### src/rtl/rr_arbiter8.sv
// Eight-way round-robin arbiter with a bounded hold time per grant.
// The release input is named release_gnt because release is a reserved word.
module rr_arbiter8 #(
    parameter int HOLD_MAX = 15
) (
    input  logic       clk,
    input  logic       rst,
    input  logic [7:0] req,
    input  logic       release_gnt,
    output logic [2:0] gnt_idx,
    output logic       gnt_valid,
    output logic       timeout
);

    typedef enum logic {
        ST_IDLE  = 1'b0,
        ST_GRANT = 1'b1
    } state_t;

    state_t     state_r;
    state_t     state_s;
    logic [2:0] last_r;
    logic [2:0] last_s;
    logic [3:0] hold_r;
    logic [3:0] hold_s;
    logic [2:0] gnt_idx_s;
    logic       gnt_valid_s;
    logic       timeout_s;
    logic       rel_s;
    logic       hold_max_s;
    logic [2:0] pick_s;

    // Search starts just after the last grantee, so that grantee is considered last.
    function automatic logic [2:0] rr_pick(input logic [7:0] r, input logic [2:0] l);
        logic [2:0] idx;
        logic       found;
        rr_pick = l;
        found   = 1'b0;
        for (int k = 1; k <= 8; k++) begin
            idx = l + 3'(k);
            if (!found && r[idx]) begin
                rr_pick = idx;
                found   = 1'b1;
            end else begin
                found = found;
            end
        end
    endfunction

    // Next-state and next-output logic for the IDLE/GRANT controller.
    always_comb begin
        state_s     = state_r;
        last_s      = last_r;
        hold_s      = hold_r;
        gnt_idx_s   = gnt_idx;
        gnt_valid_s = gnt_valid;
        timeout_s   = 1'b0;
        pick_s      = rr_pick(req, last_r);
        rel_s       = release_gnt || !req[gnt_idx];
        hold_max_s  = (hold_r == 4'(HOLD_MAX));
        case (state_r)
            ST_IDLE: begin
                if (req != 8'h00) begin
                    state_s     = ST_GRANT;
                    gnt_idx_s   = pick_s;
                    gnt_valid_s = 1'b1;
                    hold_s      = 4'd1;
                end else begin
                    gnt_valid_s = 1'b0;
                end
            end
            ST_GRANT: begin
                if (rel_s || hold_max_s) begin
                    // A coincident normal release wins over the timeout.
                    state_s     = ST_IDLE;
                    last_s      = gnt_idx;
                    gnt_valid_s = 1'b0;
                    timeout_s   = hold_max_s && !rel_s;
                end else if (!hold_max_s) begin
                    hold_s = hold_r + 4'd1;
                end else begin
                    hold_s = hold_r;
                end
            end
            default: begin
                state_s     = ST_IDLE;
                gnt_valid_s = 1'b0;
            end
        endcase
    end

    // State and registered outputs; reset overrides everything, even mid-grant.
    always_ff @(posedge clk) begin
        if (rst) begin
            state_r   <= ST_IDLE;
            last_r    <= 3'd7;
            hold_r    <= 4'd0;
            gnt_idx   <= 3'd0;
            gnt_valid <= 1'b0;
            timeout   <= 1'b0;
        end else begin
            state_r   <= state_s;
            last_r    <= last_s;
            hold_r    <= hold_s;
            gnt_idx   <= gnt_idx_s;
            gnt_valid <= gnt_valid_s;
            timeout   <= timeout_s;
        end
    end

endmodule

### config.mk
export PLATFORM = sky130hd
export DESIGN_NAME = rr_arbiter8
export DESIGN_NICKNAME = d
export VERILOG_FILES = /design/src/rtl/rr_arbiter8.sv
export SDC_FILE = /design/constraint.sdc
export NUM_CORES = 1
export LEC_CHECK = 0
export CORE_AREA = 2 2 61 52
export CTS_CLUSTER_SIZE = 28
export DETAILED_ROUTE_END_ITERATION = 8
export DIE_AREA = 0 0 63 54
export PLACE_DENSITY = 0.8
export SKIP_LAST_GASP = 1
export SYNTH_ARGS = -nofsm -noshare
export SYNTH_HDL_FRONTEND = slang
export SYNTH_SLANG_ARGS = --single-unit
### constraint.sdc
create_clock -name clk -period 4 [get_ports clk]
set_clock_uncertainty 0.2 [all_clocks]
set_input_delay 0.6 -clock clk [delete_from_list [all_inputs] [get_ports clk]]
set_output_delay 0.6 -clock clk [all_outputs]
set_load 0.005 [all_outputs]
=== After elaboration in Yosys (flattened, before gate mapping) ===
Index checks and enable logic that the tools add are counted.
W data, S select, Z words.

* Bits of input ports: 11
* Bits in registers: 13
* Output and inout port bits: 5
* Logic and storage cells: 96

* Eq/ne operators: 5
* Reductions and logical operators: 24
* Bitwise logic cells: 2
* Order comparisons: 9
* Multiplexer cells: 42
* Add/subtract/negate cells: 8

{| class="wikitable"
|+ Operators by type and width
! kind !! number
|-
| $lt A3 B4 Y1 const B || 9
|-
| $bmux W1 S3 || 9
|-
| $mux W3 || 8
|-
| $mux W1 || 19
|-
| $add A3 B3 Y3 const B || 4
|-
| $mux W4 || 3
|-
| $logic_not A1 Y1 || 9
|-
| $logic_and A1 B1 Y1 || 8
|-
| $pmux W4 S2 || 1
|-
| $reduce_bool A8 Y1 || 1
|-
| $add A3 B2 Y3 const B || 2
|-
| $ne A2 B2 Y1 const B || 3
|-
| $add A4 B1 Y4 const B || 1
|-
| $eq A4 B4 Y1 const B || 1
|-
| $pmux W1 S2 || 2
|-
| $reduce_and A2 Y1 || 2
|-
| $add A3 B1 Y3 const B || 1
|-
| $reduce_and A3 Y1 || 1
|-
| $reduce_or A3 Y1 || 1
|-
| $logic_or A1 B1 Y1 || 2
|-
| $ne A2 B1 Y1 const B || 1
|-
| $not A1 Y1 || 2
|}

=== Longest topological paths before layout ===
Gate-level depths: netlist of the first run.

* Depth after elaboration: 25
* Depth in mapped cells: 11
* Gate-level depth less buffers: 9

=== Least setup slack after synthesis of the first run ===
OpenSTA, ideal clock, no wires.

* Kind: register -> register
* Start point: register last_r[1]
* End point: register gnt_idx[0]
* Path slack: 0.470 ns
* Setup time: 0.122 ns
* Clock period less this slack: 3.530 ns
* Arrival: 3.208 ns
* Buffers on the path: 2
* Required time: 3.678 ns
* Cell stages (with the launch flop): 12
* Cell sequence: dfxtp_1 > clkbuf_1 > inv_1 > ha_1 > buf_2 > mux4_1 > mux2_4 > or2_1 > or3_4 > o2111ai_2 > nor4b_1 > a311o_1

* Word-level cells in the longest chain between the ends: 25
* Elaborated cells on any way between the ends: 52
* Those cells by class: add/sub: 7; mux: 31; reduce/logical: 14

{| class="wikitable"
|+ RTL lines
! element !! RTL line !! text
|-
| start, declared || 22 || <nowiki>logic [2:0] last_r;</nowiki>
|-
| start signal, assigned || 103 || <nowiki>last_r <= last_s;</nowiki>
|-
| $add A3 B1 Y3 || 40 || <nowiki>idx = l + 3'(k);</nowiki>
|-
| $bmux W1 S3 || 41 || <nowiki>if (!found && r[idx]) begin</nowiki>
|-
| $mux W1 (implied by the code) || 41 ||
|-
| $mux W1 || 41 ||
|-
| $logic_not A1 Y1 || 41 ||
|-
| $logic_and A1 B1 Y1 || 41 ||
|-
| $mux W1 || 41 ||
|-
| $logic_not A1 Y1 || 41 ||
|-
| (+9 left out) || - ||
|-
| $logic_and A1 B1 Y1 || 41 ||
|-
| $mux W1 || 41 ||
|-
| $logic_not A1 Y1 || 41 ||
|-
| $logic_and A1 B1 Y1 || 41 ||
|-
| $mux W1 || 41 ||
|-
| $logic_not A1 Y1 || 41 ||
|-
| $logic_and A1 B1 Y1 || 41 ||
|-
| $mux W3 * || 41 ||
|-
| end signal, assigned || 105 || <nowiki>gnt_idx <= gnt_idx_s;</nowiki>
|-
| end, declared || 10 || <nowiki>output logic [2:0] gnt_idx,</nowiki>
|}

Mark *: on every way between the ends. The rest lies on a longest branch, timed or not. The select of a mux whose other input is x is not followed.
A chain may end at the register's enable or synchronous reset.

=== Worst setup path in the final report of the first run ===
* Start point: register last_r[0]
* End point: register gnt_idx[0]

Same word-level chain as after synthesis.

==> results of run 1 <==
-- stage by stage --
| step | utilization | total power, W | setup slack (ns) |
|---|---|---|---|
| global placement | 0.575 | 0.000763 | 0.400 |
| global route | 0.584 | 0.000937 | 0.406 |
| floorplan | - | 0.000639 | 0.470 |
| CTS | 0.584 | 0.000865 | 0.600 |
| finish | 0.584 | 0.000876 | 0.550 |
| detailed placement | 0.575 | 0.000781 | 0.316 |
-- cells in the final DEF (no fill, tap or decap), types with 2 or more instances in the layout --
cell,n
clkdlybuf4s50_1,15
dfxtp_1,13
mux4_2,12
nor2_1,12
mux2i_1,10
nand2_1,9
a21oi_1,8
nor3_1,7
inv_1,4
and3_1,4
a211o_1,4
mux2_2,4
a31oi_1,4
nor4_1,3
nand3_1,3
nand3b_1,3
o21bai_1,3
o21ai_0,3
ha_1,3
clkbuf_4,3
buf_4,3
xor2_1,2
nor3b_1,2
a211oi_1,2
mux4_1,2
xnor2_1,2
mux2i_2,2
nor2b_1,2
nor4b_1,2
o31a_1,2
o22ai_1,2
-- report_power, final --
part	leakage [nW]	total (W)	internal, W	switching [W]
Clock	0.0177	0.0000844	0.0000372	0.0000473
Sequential	0.107	0.000193	0.000153	0.0000402
Combinational	0.498	0.000598	0.000291	0.000307
-- layer usage --
| layer | vias up | share of wire | track usage |
|---|---|---|---|
| met1 | 663 | 0.43 | 0.291 |
| met5 | - | 0 | 0 |
| met4 | 0 | 0.012 | 0.0852 |
| met3 | 10 | 0.078 | 0.0586 |
| li1 | 644 | - | - |
| met2 | 59 | 0.48 | 0.383 |
-- critical path, stage by stage, from the launching register on --
cell and delay [ns]:
dfxtp_1 0.36, inv_2 0.09, ha_1 0.70, mux4_1 0.50, mux2i_2 0.29, nand4_2 0.22
or3_4 0.46, o2111ai_2 0.11, nor4b_1 0.08, a311o_1 0.33
-- worst paths after layout --
check          endpoint  slack (ns)  cells after the start
max reg2reg  gnt_idx[0]        0.55                      9
min reg2reg   gnt_valid        0.27                      1
max          gnt_idx[0]        0.55                      9
min           gnt_valid        0.27                      1
-- sequential cells by signal, indices dropped and copies added (netlist names) --
name       cells
state_r        1
timeout        1
last_r         3
hold_r         4
gnt_valid      1
gnt_idx        3
-- cell families after synthesis --
kind of cell    after synthesis  share of synthesized area
compound gates               37                      0.181
xor+xnor                      4                     0.0240
fa+ha+maj                     3                     0.0257
buf+inv                      12                     0.0394
flops                        13                      0.178
mux                          31                      0.350
simple gates                 54                      0.202
-- cell type report --
cell class,instances,area [sq um]
Multi-Input combinational cell,129,1140
Sequential cell,13,260
Fill cell,250,1190
Tap cell,40,50.0
Clock buffer,3,22.5
Inverter,5,18.8
Clock inverter,1,5.00
Timing Repair Buffer,18,173
==> out/results.md, run 1 <==
• finished, final reports clean — status
• 15 — pin count of the biggest net entering global routing
• 0.510 — starting density of the core
• 524 mW/mm^2 — PwrDens
• 0 — number of antenna violations at the first check in global routing
• 14.5% — Layout area overhead
• mux4_2 — area leader, netlist
• 13 — Sink Count
• dfxtp_1 — most common cell in the netlist
• flip-flop to flip-flop — start-to-end type of the worst setup path
• 0.178 — proportion of synthesized chip area in sequential cells
• 3 — total clock buffers created by CTS
• 74 — drt first-iter violations
• 3.45 ns — minimum period implied by the final worst setup slack
• 0.00164 sq mm — post-place instance area
• done — CTS tree
• 0.28 ns — later-pin clock latency in the skew report
• 9.48 sq um — Post-Synthesis Mean Instance Area
• gnt_valid — Worst Min Path Start
• 0 — Antenna Diode Count
• 2740 um — DP HPWL
• 13 — maximum fanout encountered on the critical timing path
• 0 — remaining global-route overflow
• 0 — share of async-settable or async-resettable flops after synthesis
• false — unrepaired setup endpoints after global routing
• 63 um — DIE WIDTH
• dfxtp_1 — Top FF cell, synth
• 0 — final-report max-slew violation count
• 0.09 ns — clock-pin slew reported for the worst setup and hold paths after clock tree synthesis
• 0 — post-detailed-route count of antenna-violating nets
• 0.875 — weighted congestion reported at the end of routability-driven placement
• mux4_2, dfxtp_1, mux2i_1 — cell types with the largest area share after synthesis
• 0.618 ns — Slew @ Worst Pin
• 0 — final count of negative-setup-slack endpoints
• 0 — remaining routing DRC violations
• 0.229 — all-layer global routing usage
• 0.00286 sq mm — area of the placeable core
• dfxtp_1, mux4_2, nor2_1 — leading post-synthesis cells by instance count
• 0.290 GHz — Peak Freq
• clkbuf_4 — Root Buffer
• 54 um — die span in y
• 0.00146 sq mm — mapped cell area
• 13 — post-synthesis register bit count
• 184 — final layout net count
• 0 — total number of yosys warnings
• 17.6 um — drt wl/cell
• 3.98 ns — data required time of the worst path
• 18 — number of rows in the core area
• last_r[0] — worst setup path startpoint
• 1319 — via count of the first global-routing pass
• 205 — number of instances in the placed design
• 209 — count of non-filler cells in the finished layout
• 0.000319 V — worst vdd rail ir drop
• 0 — max-cap check violation count
• 0.863 — final worst path period share
• flip-flop to flip-flop — worst hold-check path type
• 50 — count of cell types in the netlist
• 0 — Post-CTS Hold Fix Bufs
• 3.43 ns — arrival time at the worst endpoint
• 0.00340 sq mm — full die area
• 0 — Resized Gates After CTS
• 0 — number of enable flip-flop cells after synthesis
• 0 ns — Total Negative Setup Slacks
• 15 — count of input and output buffers
• flip-flop — crit path capture type
• 0.273 ns — worst hold slack across all endpoints
• 0 — final hold violation count
• 16 — total I/O pin count
• 0.623 nW — P_leak
• 4 — iteration count of the initial detailed-routing pass
• 0.183 — proportion of layout cells with a drive suffix above 1
• 0.185 — Synth top area share
• 154 — Gate Count Post-Synth
• 1376 — overall via count from detail_route
• 6130 um — first-pass GRT wire length
• 168 — Synth Net Count
• last_r[0] — reg-to-reg critical path startpoint
• 2 — maximum clock insertion buffer count
• 3670 um — Detailed Route WL
• flip-flop — category of the worst setup path launch point
• 0.00167 sq mm — finished layout cell area
• 1 — depth of the CTS H-tree
• 0 — post-CTS setup buffer count
• 6.58 — drt via density
• 0.588 — worst-case headroom to the max-slew limit
Note: power is estimated with default switching activity, not from simulation.
==> run 2: changes to the inputs <==
--- a/config.mk
+++ b/config.mk
@@ -5,11 +5,13 @@
 export SDC_FILE = /design/constraint.sdc
 export NUM_CORES = 1
 export LEC_CHECK = 0
-export CORE_AREA = 2 2 61 52
+export CELL_PAD_IN_SITES_DETAIL_PLACEMENT = 0
+export CELL_PAD_IN_SITES_GLOBAL_PLACEMENT = 2
+export CORE_AREA = 2 2 76 63
 export CTS_CLUSTER_SIZE = 28
 export DETAILED_ROUTE_END_ITERATION = 8
-export DIE_AREA = 0 0 63 54
-export PLACE_DENSITY = 0.8
+export DIE_AREA = 0 0 78 65
+export PLACE_DENSITY = 0.82
 export SKIP_LAST_GASP = 1
 export SYNTH_ARGS = -nofsm -noshare
 export SYNTH_HDL_FRONTEND = slang
==> run 2 against run 1 <==
  * Die area up 49%
  * Count of clock-buffer cells in the layout is 1 higher
  * Via count shrank 2.1%
  * Sequential cell count unchanged
  * Setup slack worse by 0.0073 ns
  * Wire length is 1.0% higher
  * Non-clock buffer count increased by 3
  * Fmax decreased by 0.21%
  * Sequential power about the same
==> out/results.md, run 2 (synthesized netlist as in run 1, its figures left out) <==
• 520 mW/mm^2 — PwrDens, -0.77%
• clkbuf_8 — Root Buffer
• input port — category of the worst setup path launch point
• 2860 um — DP HPWL, +4.4%
• flip-flop — crit path capture type
• done — CTS tree
• 65 um — die span in y, +20%
• 0 — final hold violation count, unchanged
• clkdlybuf4s50_1 — commonest non-fill, non-tap cell in the layout
• 4 — max reg flops, unchanged
• false — unrepaired setup endpoints after global routing
• 0 — max-cap check violation count, unchanged
• 109 — drt first-iter violations, +47%
• 0 — final count of negative-setup-slack endpoints, unchanged
• 0 — final-report max-slew violation count, unchanged
• gnt_valid — Worst Min Path Start
• 6280 um — first-pass GRT wire length, +2.5%
• 4 — iteration count of the initial detailed-routing pass, unchanged
• 0.24 ns — later-pin clock latency in the skew report, -0.04 ns
• 1346 — via count of the first global-routing pass, +2.0%
• hold_r — Top reg by flops
• clkdlybuf4s50_1, dfxtp_1, mux4_2, nor2_1, mux2i_1 — leading cell types in the layout, fill and taps excluded
• 0.155 — all-layer global routing usage, -0.0739
• 0.05 ns — clock-pin slew reported for the worst setup and hold paths after clock tree synthesis, -0.04 ns
• 0 — remaining global-route overflow, unchanged
• 3710 um — Detailed Route WL, +1.0%
• 0 — Post-CTS Hold Fix Bufs, unchanged
• 1 — depth of the CTS H-tree, unchanged
• 0 — Resized Gates After CTS, unchanged
• req[3] — worst setup path startpoint
• 0.617 — worst-case headroom to the max-slew limit, +0.0289
• 3.92 ns — data required time of the worst path, -0.06 ns
• 0 — remaining routing DRC violations, unchanged
• 0.00507 sq mm — full die area, +49%
• 3 — total clock buffers created by CTS, unchanged
• 16.0 um — drt wl/cell, -9.0%
• 1347 — overall via count from detail_route, -2.1%
• 3.38 ns — arrival time at the worst endpoint, -0.05 ns
• 0 — number of antenna violations at the first check in global routing, unchanged
• finished, final reports clean — status
• 22 — number of rows in the core area, +4
• 5.81 — drt via density, -12%
• 0 — Antenna Diode Count, unchanged
• 3.46 ns — minimum period implied by the final worst setup slack, +0.00731 ns
• 0.000903 W — power consumption, +3.1%
• 2 — maximum clock insertion buffer count, unchanged
• 0 ns — Total Negative Setup Slacks, unchanged
• 18.9% — Layout area overhead
• 16 — total I/O pin count, unchanged
• 15 — pin count of the biggest net entering global routing, unchanged
• 0.289 GHz — Peak Freq, -0.21%
• 0.642 nW — P_leak, +3.1%
• 0 — post-detailed-route count of antenna-violating nets, unchanged
• 449 — number of filler instances in the final layout, +80%
• 13 — Sink Count, unchanged
• 0 — post-CTS setup buffer count, unchanged
• last_r[1] — reg-to-reg critical path startpoint
• 0.575 ns — Slew @ Worst Pin, -0.0433 ns
• 187 — final layout net count, +1.6%
• 0.332 — starting density of the core, -0.179
• 0.00440 sq mm — area of the placeable core, +54%
• flip-flop to flip-flop — worst hold-check path type
• input port to flip-flop — start-to-end type of the worst setup path
• 0.864 — final worst path period share, +0.00183
• 0.394 — final core utilization, -0.190
• 0.862 — weighted congestion reported at the end of routability-driven placement, -1.5%
• 9 — maximum fanout encountered on the critical timing path, -4
• 15 — count of input and output buffers, unchanged
• 0.000237 V — worst vdd rail ir drop, -26%
• hold_r x4, gnt_idx x3, last_r x3 — registers with the most flip-flops
• 78 um — DIE WIDTH, +24%
• 0.192 — proportion of layout cells with a drive suffix above 1, +0.00843
run 2: report_power, final:
group | leakage (nW) | internal, W | total (W) | switching (W)
Sequential | 0.107 | 0.000154 | 0.000192 | 0.0000386
Combinational | 0.512 | 0.000293 | 0.000598 | 0.000305
Clock | 0.0228 | 0.0000701 | 0.000113 | 0.0000426
run 2: final timing paths:
kind	end	slack, ns	cells after the start
setup reg to reg	gnt_idx[0]	0.59	9
hold / removal	gnt_valid	0.28	1
hold reg to reg	gnt_valid	0.28	1
setup / recovery	gnt_idx[0]	0.54	8
run 2: layout make-up:
| cell class | instances | area [sq um] | share of cell area |
|---|---|---|---|
| Tap cell | 60 | 75.1 | 0.0432 |
| Multi-Input combinational cell | 129 | 1140 | 0.658 |
| Inverter | 5 | 18.8 | 0.0108 |
| Clock buffer | 4 | 45.0 | 0.0259 |
| Sequential cell | 13 | 260 | 0.150 |
| Timing Repair Buffer | 21 | 195 | 0.112 |
run 2: worst max-delay path: stages:
cell and delay [ns]:
clkdlybuf4s50_1 0.56, mux4_1 0.68, mux2i_2 0.32, nand4_2 0.23
or3_4 0.46, o2111ai_2 0.11, nor4b_1 0.08, a311o_1 0.33
run 2: layer usage:
layer,track usage,routed length (um)
met1,0.201,1780
met2,0.278,1800
met3,0.0237,111
met4,0.0263,15
met5,0,0
run 2: per-stage QoR:
step / hold WS [ns] / setup slack [ns] / cell area [sq um] / cells
6_report: 0.281 / 0.543 / 1740 / 232
5_1_grt: 0.312 / 0.395 / 1740 / 232
4_1_cts: 0.283 / 0.558 / 1740 / 232
3_5_place_dp: 0.267 / 0.326 / 1690 / 228
3_3_place_gp: 0.254 / 0.404 / 1690 / 228
2_1_floorplan: 0.253 / 0.470 / 1460 / 154
